[src/rtl/max7219_chain_tx.sv]
// -----------------------------------------------------------------------------
// max7219_chain_tx
//
// Serial transmitter for a daisy-chain of MAX7219 LED matrix drivers.
// One 16-bit command word per device is captured in parallel. The words are
// shifted out MSB-first on a shared DIN/CLK pair. Device G_MATRIX_NB-1's word
// goes first and device 0's word goes last, so each word ends up in its own
// device. A LOAD pulse then latches every device at the same time.
//
// Optional feature (macro MAX7219_CHAIN_TX_INIT_SEQ_EN):
//   When the macro is defined, the block sends five broadcast set-up transfers
//   on its own after reset is released: 0x0C01, 0x0B07, 0x0900, 0x0A08, 0x0F00.
//   o_busy stays high for the whole sequence. o_done pulses once, after the
//   last transfer. i_start is ignored until the sequence has finished.
//
// Parameters:
//   G_MATRIX_NB   : number of devices in the chain (1..8)
//   G_CLK_DIV     : clk cycles per serial clock phase (low and high), >= 1
//   G_LOAD_CYCLES : clk cycles that LOAD is held high, >= 1
//
// Ports:
//   clk            : system clock
//   rst_n          : asynchronous active-low reset
//   i_start        : request one chain transfer (sampled only when not busy)
//   i_data         : command words, i_data[16*k+15:16*k] for device k
//   o_max7219_clk  : serial clock to the chain
//   o_max7219_din  : serial data to device 0
//   o_max7219_load : latch strobe (rising edge latches all devices)
//   o_busy         : transfer in progress
//   o_done         : one-cycle pulse when a transfer completes
// -----------------------------------------------------------------------------
module max7219_chain_tx #(
  parameter int G_MATRIX_NB   = 2,
  parameter int G_CLK_DIV     = 4,
  parameter int G_LOAD_CYCLES = 4
) (
  input  logic                      clk,
  input  logic                      rst_n,
  input  logic                      i_start,
  input  logic [16*G_MATRIX_NB-1:0] i_data,
  output logic                      o_max7219_clk,
  output logic                      o_max7219_din,
  output logic                      o_max7219_load,
  output logic                      o_busy,
  output logic                      o_done
);

  localparam int N      = 16 * G_MATRIX_NB;
  localparam int PH_MAX = (G_CLK_DIV > G_LOAD_CYCLES) ? G_CLK_DIV : G_LOAD_CYCLES;
  localparam int PH_W   = (PH_MAX > 1) ? $clog2(PH_MAX) : 1;
  localparam int BC_W   = $clog2(N + 1);

  localparam logic [PH_W-1:0] DIV_LAST  = PH_W'(G_CLK_DIV - 1);
  localparam logic [PH_W-1:0] LOAD_LAST = PH_W'(G_LOAD_CYCLES - 1);
  localparam logic [BC_W-1:0] BIT_LAST  = BC_W'(N - 1);

  typedef enum logic [2:0] {
    ST_IDLE,
    ST_BIT_LOW,
    ST_BIT_HIGH,
    ST_LOAD,
    ST_DONE
  } state_t;

  state_t          state;
  logic [N-1:0]    shift;
  logic [PH_W-1:0] phase_cnt;
  logic [BC_W-1:0] bit_cnt;

  // Launch request and frame to send, valid in IDLE (and, for the init
  // sequence, in the gap cycle between two set-up transfers).
  logic         go;
  logic [N-1:0] go_frame;

`ifdef MAX7219_CHAIN_TX_INIT_SEQ_EN
  logic         init_pending;
  logic [2:0]   init_idx;      // number of set-up transfers launched so far
  logic [N-1:0] init_frame;

  function automatic logic [15:0] init_word(input logic [2:0] idx);
    case (idx)
      3'd0:    return 16'h0C01;  // shutdown off
      3'd1:    return 16'h0B07;  // scan limit 7
      3'd2:    return 16'h0900;  // no decode
      3'd3:    return 16'h0A08;  // intensity 8
      3'd4:    return 16'h0F00;  // display test off
      default: return 16'h0000;
    endcase
  endfunction

  assign init_frame = {G_MATRIX_NB{init_word(init_idx)}};
`endif

  always_comb begin
    go       = 1'b0;
    go_frame = i_data;
    case (state)
      ST_IDLE: begin
`ifdef MAX7219_CHAIN_TX_INIT_SEQ_EN
        // A pending init sequence takes priority and masks i_start.
        go       = init_pending | i_start;
        go_frame = init_pending ? init_frame : i_data;
`else
        go       = i_start;
`endif
      end
      ST_DONE: begin
`ifdef MAX7219_CHAIN_TX_INIT_SEQ_EN
        // The gap cycle between set-up transfers launches the next one directly.
        go       = init_pending;
        go_frame = init_frame;
`endif
      end
      default: ;
    endcase
  end

  always_ff @(posedge clk or negedge rst_n) begin
    if (!rst_n) begin
      state          <= ST_IDLE;
      shift          <= '0;
      phase_cnt      <= '0;
      bit_cnt        <= '0;
      o_max7219_clk  <= 1'b0;
      o_max7219_din  <= 1'b0;
      o_max7219_load <= 1'b0;
      o_busy         <= 1'b0;
      o_done         <= 1'b0;
`ifdef MAX7219_CHAIN_TX_INIT_SEQ_EN
      init_pending   <= 1'b1;
      init_idx       <= '0;
`endif
    end else begin
      case (state)
        ST_IDLE, ST_DONE: begin
          o_done <= 1'b0;
          if (go) begin
            shift          <= go_frame;
            state          <= ST_BIT_LOW;
            phase_cnt      <= '0;
            bit_cnt        <= '0;
            o_max7219_clk  <= 1'b0;
            o_max7219_din  <= go_frame[N-1];
            o_max7219_load <= 1'b0;
            o_busy         <= 1'b1;
`ifdef MAX7219_CHAIN_TX_INIT_SEQ_EN
            if (init_pending) begin
              init_idx <= init_idx + 3'd1;
            end
`endif
          end else begin
            state  <= ST_IDLE;
            o_busy <= 1'b0;
          end
        end

        ST_BIT_LOW: begin
          if (phase_cnt == DIV_LAST) begin
            phase_cnt     <= '0;
            state         <= ST_BIT_HIGH;
            o_max7219_clk <= 1'b1;
          end else begin
            phase_cnt <= phase_cnt + 1'b1;
          end
        end

        ST_BIT_HIGH: begin
          if (phase_cnt == DIV_LAST) begin
            phase_cnt     <= '0;
            shift         <= shift << 1;
            bit_cnt       <= bit_cnt + 1'b1;
            o_max7219_clk <= 1'b0;
            if (bit_cnt == BIT_LAST) begin
              state          <= ST_LOAD;
              o_max7219_din  <= 1'b0;
              o_max7219_load <= 1'b1;
            end else begin
              state         <= ST_BIT_LOW;
              // Next bit is the one just below the current MSB.
              o_max7219_din <= shift[N-2];
            end
          end else begin
            phase_cnt <= phase_cnt + 1'b1;
          end
        end

        ST_LOAD: begin
          if (phase_cnt == LOAD_LAST) begin
            phase_cnt      <= '0;
            o_max7219_load <= 1'b0;
            state          <= ST_DONE;
`ifdef MAX7219_CHAIN_TX_INIT_SEQ_EN
            if (init_pending && init_idx != 3'd5) begin
              // Gap cycle: stay busy and hold o_done low until the last set-up word.
              o_busy <= 1'b1;
              o_done <= 1'b0;
            end else begin
              init_pending <= 1'b0;
              o_busy       <= 1'b0;
              o_done       <= 1'b1;
            end
`else
            o_busy <= 1'b0;
            o_done <= 1'b1;
`endif
          end else begin
            phase_cnt <= phase_cnt + 1'b1;
          end
        end

        default: begin
          state <= ST_IDLE;
        end
      endcase
    end
  end

endmodule

[config.mk]
export PLATFORM = sky130hd
export DESIGN_NAME = max7219_chain_tx
export DESIGN_NICKNAME = d
export VERILOG_FILES = /design/src/rtl/max7219_chain_tx.sv
export SDC_FILE = /design/constraint.sdc
export NUM_CORES = 1
export LEC_CHECK = 0
export CAP_MARGIN = 20
export CORE_ASPECT_RATIO = 0.9
export CORE_MARGIN = 2
export CORE_UTILIZATION = 35
export DETAILED_ROUTE_END_ITERATION = 7
export PLACE_DENSITY = 0.59
export SLEW_MARGIN = 20
export SYNTH_ARGS = -nofsm -noshare
export SYNTH_HDL_FRONTEND = slang
export SYNTH_SLANG_ARGS = --single-unit
export TNS_END_PERCENT = 100
[constraint.sdc]
create_clock -name clk -period 3.6 [get_ports clk]
set_input_delay 0.36 -clock clk [delete_from_list [all_inputs] [get_ports clk]]
set_output_delay 0.36 -clock clk [all_outputs]
set_load 0.02 [all_outputs]
After elaboration in Yosys (flattened, before gate mapping):

Index checks and enable logic that the tools add are counted.

* input bits: 35
* flip-flop bits (word level): 47
* output and inout bits: 5
* word-level logic and storage cells: 66

* add/sub/neg operators: 2
* mux-type cells: 30
* equality and inequality tests: 11
* reduce and logical (&&, ||, !) cells: 14

Operator list (count)
* $mux W31: 2
* $pmux W31 S2: 1
* $mux W6: 2
* $pmux W3 S4: 1
* $pmux W6 S2: 1
* $mux W1: 11
* $ne A2 B2 Y1 const B: 5
* $mux W3: 3
* $add A6 B1 Y6 const B: 1
* $eq A3 B2 Y1 const B: 2
* $eq A6 B5 Y1 const B: 1
* $mux W2: 3
* $pmux W1 S2: 3
* $pmux W1 S3: 2
* $reduce_and A3 Y1: 2
* $reduce_bool A2 Y1: 3
* $reduce_bool A3 Y1: 2
* $reduce_and A5 Y1: 1
* $pmux W2 S2: 1
* $reduce_and A2 Y1: 2
* $reduce_and A4 Y1: 1
* $eq A3 B1 Y1 const B: 1
* $eq A3 B3 Y1 const B: 1
* $logic_not A3 Y1: 1
* 4 further kinds: 4

Longest topological paths before layout:

Gate-level depths: netlist of run 1.

* depth after elaboration: 4
* gate-level depth with buffers: 7
* mapped depth without buffers: 4

Least setup slack after synthesis of run 1:

No wires, ideal clock.

* path type: reg2reg
* start: register phase_cnt[0]
* end: register shift[1]
* arrival: 1.440 ns
* setup time: 0.072 ns
* path slack: 2.088 ns
* cell stages (with the launch flop): 8
* buffers on the path: 3
* clock period less this slack: 1.512 ns
* data required time: 3.528 ns
* cells stage by stage: dfrtp_1 ha_1 buf_2 nand4bb_1 buf_2 buf_2 o22ai_2 nor2_1

* word-level cells in the longest chain between the ends: 3

RTL lines
* start, declared: RTL line 67 `logic [PH_W-1:0] phase_cnt;`
* start signal, assigned: RTL line 163 `phase_cnt <= phase_cnt + 1'b1;`
* start signal, assigned: RTL line 183 `phase_cnt <= phase_cnt + 1'b1;`
* start signal, assigned: RTL line 207 `phase_cnt <= phase_cnt + 1'b1;`
* $eq A2 B2 Y1: RTL line 168 `if (phase_cnt == DIV_LAST) begin`
* $ne A2 B2 Y1 (no source line)
* $reduce_and A3 Y1 (no source line)
* end signal, assigned: RTL line 138 `shift <= go_frame;`
* end signal, assigned: RTL line 170 `shift <= shift << 1;`
* end, declared: RTL line 66 `logic [N-1:0] shift;`

Every way passes these cells.
A chain may end at the register's enable or synchronous reset.

Worst setup path after layout of run 1:

* start: register phase_cnt[0]
* end: register shift[4]

The elaborated chain is that of the path after synthesis.

==> impl_results.md, run 1 <==
* Min Tclk post-route at 2.27 ns
* WP data required at 3.83 ns
* Starting Density at 0.355
* CTS sink cnt at 47
* Pwr per Cell Area at 698 mW/mm2
* Crit end category: flop
* Synth Instances at 218
* P&R area growth vs syn at 23.3%
* Inserted Clock Buffers at 5
* P_leak at 1.09 nW
* Post-synth ARST share at 1.00
* GRT Total Usage at 0.145
* Largest net degree at the start of global routing at 48
* Hold_buf cts at 0
* Hold Fails Final Rpt at 0
* Maximum vdd drop at 0.276 mV
* Cell Rows at 28
* Dpl ws at 1.14 ns
* Syn avg cell area at 10.6 um2
* Antenna viol nets, final at 0
* Critical-path maximum fanout at 18
* Setup Buffers After CTS at 0
* Die Span Y at 80.9 um
* Ys Warns at 0
* Max clock buf depth at 2
* Rel. slew slack at 0.310
* Startpoint Class: flop
* Share of cells above drive strength 1 at 0.173
* Peak Freq at 0.441 GHz
* CORE AREA at 0.00648 mm2
* DIE WIDTH at 89.5 um
* Final worst setup slack at 1.33 ns
* Post-Syn Area at 0.00230 mm2
* Setup TNS at 0 ns
* Initial antenna violation count at 0
* Global route overflow at 0
* Clk_skew at 0.00748 ns
* WL final at 4.74 mm
* Gpl congestion at 0.725
* H-tree levels at 2
* Hold WS at 0.0511 ns
* Skew-Pair Late Insertion Delay at 0.30 ns
* Post-CTS sizing at 0
* Final period util at 0.629
* DP Wirelength at 2.98 mm
* Count leader, synth: dfrtp_1
* Via count at 1,719
* DRC errors left at 0
* MaxCap Viol Count at 0
* Seq cells post-synth at 47
* Vias in the first global route at 1,732
* Ranking of synthesized cells by area: dfrtp_1 (51%), o22ai_2 (14%), nor3_1 (6.7%)
* Largest area contributor in the netlist: dfrtp_1
* Number of synthesized flops with an enable pin at 0
* Initial DRT Pass Iterations at 4
* Port-buffer cells at 39
* FF-to-FF setup slack at 1.33 ns
* Post-synth top flop: dfrtp_1
* Hold Crit Class: in2async
* RSZ-0062 raised after global routing: no
* CTS clk-pin slew, worst paths at 0.09 ns
* First-pass GRT wire length at 8.19 mm
* Die area at 0.00724 mm2
* CTS tree: built
* Synth top cells by count: dfrtp_1 (47), nor2_1 (33), nor3_1 (31), o22ai_2 (26), buf_2 (11)
* Crit path arrival time at 2.50 ns
* Ant diodes at 0
* Status: finished clean
* CP Class: reg2reg
* Syn_nets at 255
* Nets at 285
* I/O pins at 40
* WL/cell at 14.0 um
* Root buffer cell: clkbuf_8
* Initial DRC count at 74
* Max Slew Vio Count at 0
* Worst-Margin Slew at 1.03 ns
* Final setup viols at 0
* Seq/Total Area, Yosys at 0.511
* Vias per std cell at 5.07
* Post-synth top area share at 0.511
* Yosys cell types at 32
[registers in the layout, summed over array words and instances, names as in the netlist]
| name | flops |
|---|---|
| o_done | 1 |
| shift | 31 |
| o_busy | 1 |
| phase_cnt | 2 |
| bit_cnt | 6 |
| state | 3 |
| o_max7219_clk | 1 |
| o_max7219_load | 1 |
| o_max7219_din | 1 |
[worst max-delay path, stage by stage (launching register included)]
cell	delay, ns
dfrtp_1	0.38
ha_1	0.35
nor4bb_4	0.90
buf_4	0.38
nor3_1	0.08
nor2_1	0.11
[cells in the final DEF (no fill, tap or decap), types with 4 or more instances in the layout]
| cell | synthesis | layout |
|---|---|---|
| clkdlybuf4s50_1 | 0 | 38 |
| a21oi_1 | 8 | 8 |
| dfrtp_1 | 47 | 47 |
| o22ai_2 | 26 | 26 |
| nand2_1 | 5 | 5 |
| o22ai_1 | 4 | 4 |
| buf_4 | 0 | 4 |
| nor3_1 | 31 | 31 |
| nor2_1 | 33 | 33 |
| o21ai_0 | 8 | 8 |
| clkbuf_8 | 0 | 7 |
| inv_1 | 5 | 5 |
[path summary, 6_finish.rpt]
path,start,end,cells after the start
max,phase_cnt[0],shift[4],5
min,rst_n,phase_cnt[1],1
max reg2reg,phase_cnt[0],shift[4],5
min reg2reg,phase_cnt[0],phase_cnt[0],1
max in group asynchronous,rst_n,shift[18],1
min in group clk,phase_cnt[0],phase_cnt[0],1
[report_power, final]
part           internal, mW  total [mW]  switching [mW]
combinational         0.332       0.656           0.324
sequential            0.765       0.975           0.210
clock                 0.176       0.348           0.173
[layout make-up]
| cell class | count | area (um2) |
|---|---|---|
| repair buffers | 42 | 410 |
| well taps | 90 | 113 |
| fillers | 654 | 3640 |
| inverters | 5 | 18.8 |
| flip-flops and latches | 47 | 1180 |
| clock buffers | 8 | 100 |
| multi-input cells | 147 | 1020 |
[layer usage]
layer,track usage,vias to the layer above,share of wire
met1,0.200,825,0.51
met3,0.0325,7,0.040
li1,-,853,-
met2,0.224,34,0.43
met4,0.0493,0,0.015
met5,0,-,0
[cell families (layout without fill, tap and decap cells)]
logic type,after synthesis,count (layout),share of synthesized area
AOI/OAI and AO/OA,55,55,0.215
adders and majority gates,2,2,0.0109
buffers and inverters,24,55,0.0549
DFF,47,47,0.511
muxes,3,3,0.0136
and+or+nand+nor,87,87,0.195
[through the flow]
stage | instances | cell area, um2 | utilization | power, mW
after floorplan | 218 | 2300 | - | 1.45
after detailed placement | 331 | 2730 | 0.422 | 1.65
after CTS | 339 | 2830 | 0.437 | 2.00
final | 339 | 2840 | 0.438 | 1.98
after global placement | 331 | 2730 | 0.422 | 1.64
after global routing | 339 | 2840 | 0.438 | 2.15
No activity file was read; power rests on OpenSTA's default activity.
==> run 2, diff against run 1 <==
--- a/config.mk
+++ b/config.mk
@@ -10,7 +10,7 @@
 export CORE_MARGIN = 2
 export CORE_UTILIZATION = 35
 export DETAILED_ROUTE_END_ITERATION = 7
-export PLACE_DENSITY = 0.59
+export PLACE_DENSITY = 0.61
 export SLEW_MARGIN = 20
 export SYNTH_ARGS = -nofsm -noshare
 export SYNTH_HDL_FRONTEND = slang
==> constraint.sdc (replaced) <==
create_clock -name clk -period 2.06 [get_ports clk]
set_input_delay 0.206 -clock clk [delete_from_list [all_inputs] [get_ports clk]]
set_output_delay 0.206 -clock clk [all_outputs]
set_load 0.02 [all_outputs]
==> run 2 against run 1 <==
Compared with the run above:
- the run now ends with negative hold slack left
- total power grew 77%
- maximum frequency is 35% higher
- via count is 3.0% higher
- clock-buffer cell count fell by 3
- first-iteration DRC count increased by 68%
- routed wire length is 3.1% higher
- sequential share of layout area down 1.3 points
- clock skew decreased by 0.0035 ns
- worst hold slack lost 0.053 ns
- register-to-register slack worse by 0.95 ns
- core utilization increased by 1.4 points
- critical path type unchanged
- critical endpoint is now shift[18]
- largest cell class unchanged
- largest power group unchanged
- highest routed layer unchanged
==> impl_results.md, run 2 (synthesis gave the netlist of run 1 again) <==
* Status: finished with violations
* Failing checks: negative hold slack
* Final Util at 0.452
* WL final at 4.88 mm
* Clk_skew at 0.00402 ns
* Hold Crit Class: in2async
* Cell Rows at 28
* Top reg by flops: shift
* Hold_buf cts at 0
* Most common cell after layout, fill and taps aside: dfrtp_1
* CTS clk-pin slew, worst paths at 0.09 ns
* RSZ-0062 raised after global routing: no
* Initial DRT Pass Iterations at 4
* Ant diodes at 0
* Initial DRC count at 124
* Setup TNS at 0 ns
* Final period util at 0.812
* CP Class: reg2reg
* Maximum vdd drop at 0.348 mV
* Critical path cell sequence: or4b_1 -> buf_12 -> o22ai_1 -> nor2_1
* DP Wirelength at 3.16 mm
* Antenna viol nets, final at 0
* DIE WIDTH at 89.5 um
* CORE AREA at 0.00648 mm2
* WP data required at 2.26 ns
* Peak per-stage delay on the critical path at 0.61 ns
* Root buffer cell: clkbuf_8
* P_leak at 1.13 nW
* Max Slew Vio Count at 0
* P&R area growth vs syn at 27.2%
* Final setup viols at 0
* Skew-Pair Late Insertion Delay at 0.30 ns
* Crit end category: flop
* Initial antenna violation count at 0
* Setup Buffers After CTS at 0
* GRT Total Usage at 0.145
* Peak Freq at 0.597 GHz
* Inserted Clock Buffers at 5
* Starting Density at 0.355
* MaxCap Viol Count at 0
* Global route overflow at 0
* Share of cells above drive strength 1 at 0.202
* Biggest regs: shift: 31 flops, bit_cnt: 6 flops, state: 3 flops
* Rel. slew slack at 0.597
* First-pass GRT wire length at 8.15 mm
* Hold Fails Final Rpt at 15
* Most frequent cells in the layout: dfrtp_1 (47), clkdlybuf4s50_1 (38), nor2_1 (33)
* Startpoint Class: flop
* Final instance area at 0.00293 mm2
* I/O pins at 40
* CTS sink cnt at 47
* Worst path slowest cell: or4b_1
* H-tree levels at 2
* Max reg flops at 31
* Min Tclk post-route at 1.67 ns
* Vias in the first global route at 1,786
* CTS tree: built
* Die Span Y at 80.9 um
* Largest net degree at the start of global routing at 48
* Pwr per Cell Area at 1200 mW/mm2
* Via count at 1,770
* Max clock buf depth at 2
* Hold WS at -0.00227 ns
* Gpl congestion at 0.708
* WL/cell at 14.0 um
* Post-CTS sizing at 0
* Critical-path maximum fanout at 34
* Worst-Margin Slew at 0.604 ns
* Vias per std cell at 5.09
* Port-buffer cells at 39
* FF-to-FF setup slack at 0.39 ns
* Placement Cell Area at 0.00284 mm2
* Die area at 0.00724 mm2
* Crit path arrival time at 1.87 ns
* DRC errors left at 0
* Fillers at 614
* Nets at 294
run 2: cell count changes in the layout (fill, tap and decap cells not counted), sizes merged:
cell / before / now
clkbuf: 8 / 5
clkinvlp: 0 / 2
clkinv: 0 / 1
buf: 4 / 13
run 2: worst paths after layout:
check                        startpoint            to  depth (start not counted)
max                            state[0]     shift[18]                          4
min                               rst_n     shift[14]                          2
max reg2reg                    state[0]     shift[18]                          4
min reg2reg                phase_cnt[0]  phase_cnt[0]                          1
max in group asynchronous         rst_n    bit_cnt[2]                          2
min in group clk           phase_cnt[0]  phase_cnt[0]                          1
run 2: per-stage QoR:
step | worst slack, ns | power (mW) | cells | hold WS [ns]
after floorplan | 0.548 | 2.53 | 218 | -0.0896
after detailed placement | 0.234 | 2.99 | 340 | 0.347
after CTS | 0.381 | 3.57 | 348 | 0.0120
final | 0.386 | 3.51 | 348 | -0.00227
after global routing | 0.292 | 3.80 | 348 | 0.0436
after global placement | 0.254 | 2.95 | 340 | 0.347
run 2: final cells by class:
type	count	area (um2)	share of cell area
multi-input combinational	147	1020	0.348
clock inverter	3	20.0	0.00684
timing repair buffer	51	513	0.175
sequential	47	1180	0.402
inverter	5	18.8	0.00641
clock buffer	5	68.8	0.0235
tap	90	113	0.0385
run 2: where the power goes:
group	switching, mW	internal (mW)
sequential	0.328	1.34
clock	0.323	0.237
combinational	0.630	0.656
run 2: critical path: cells and delay by family, from the launching register on:
family                 cells  cell delay [ns]
and+or+nand+nor            2             0.67
AOI/OAI and AO/OA          1             0.15
DFF                        1             0.50
buffers and inverters      1             0.21
run 2: per-layer routing:
layer | vias to the layer above | track usage | wire length, um
met5 | - | 0 | 0
met4 | 0 | 0.0433 | 8
met3 | 2 | 0.0356 | 197
met2 | 36 | 0.230 | 2290
met1 | 857 | 0.196 | 2390
li1 | 875 | - | -
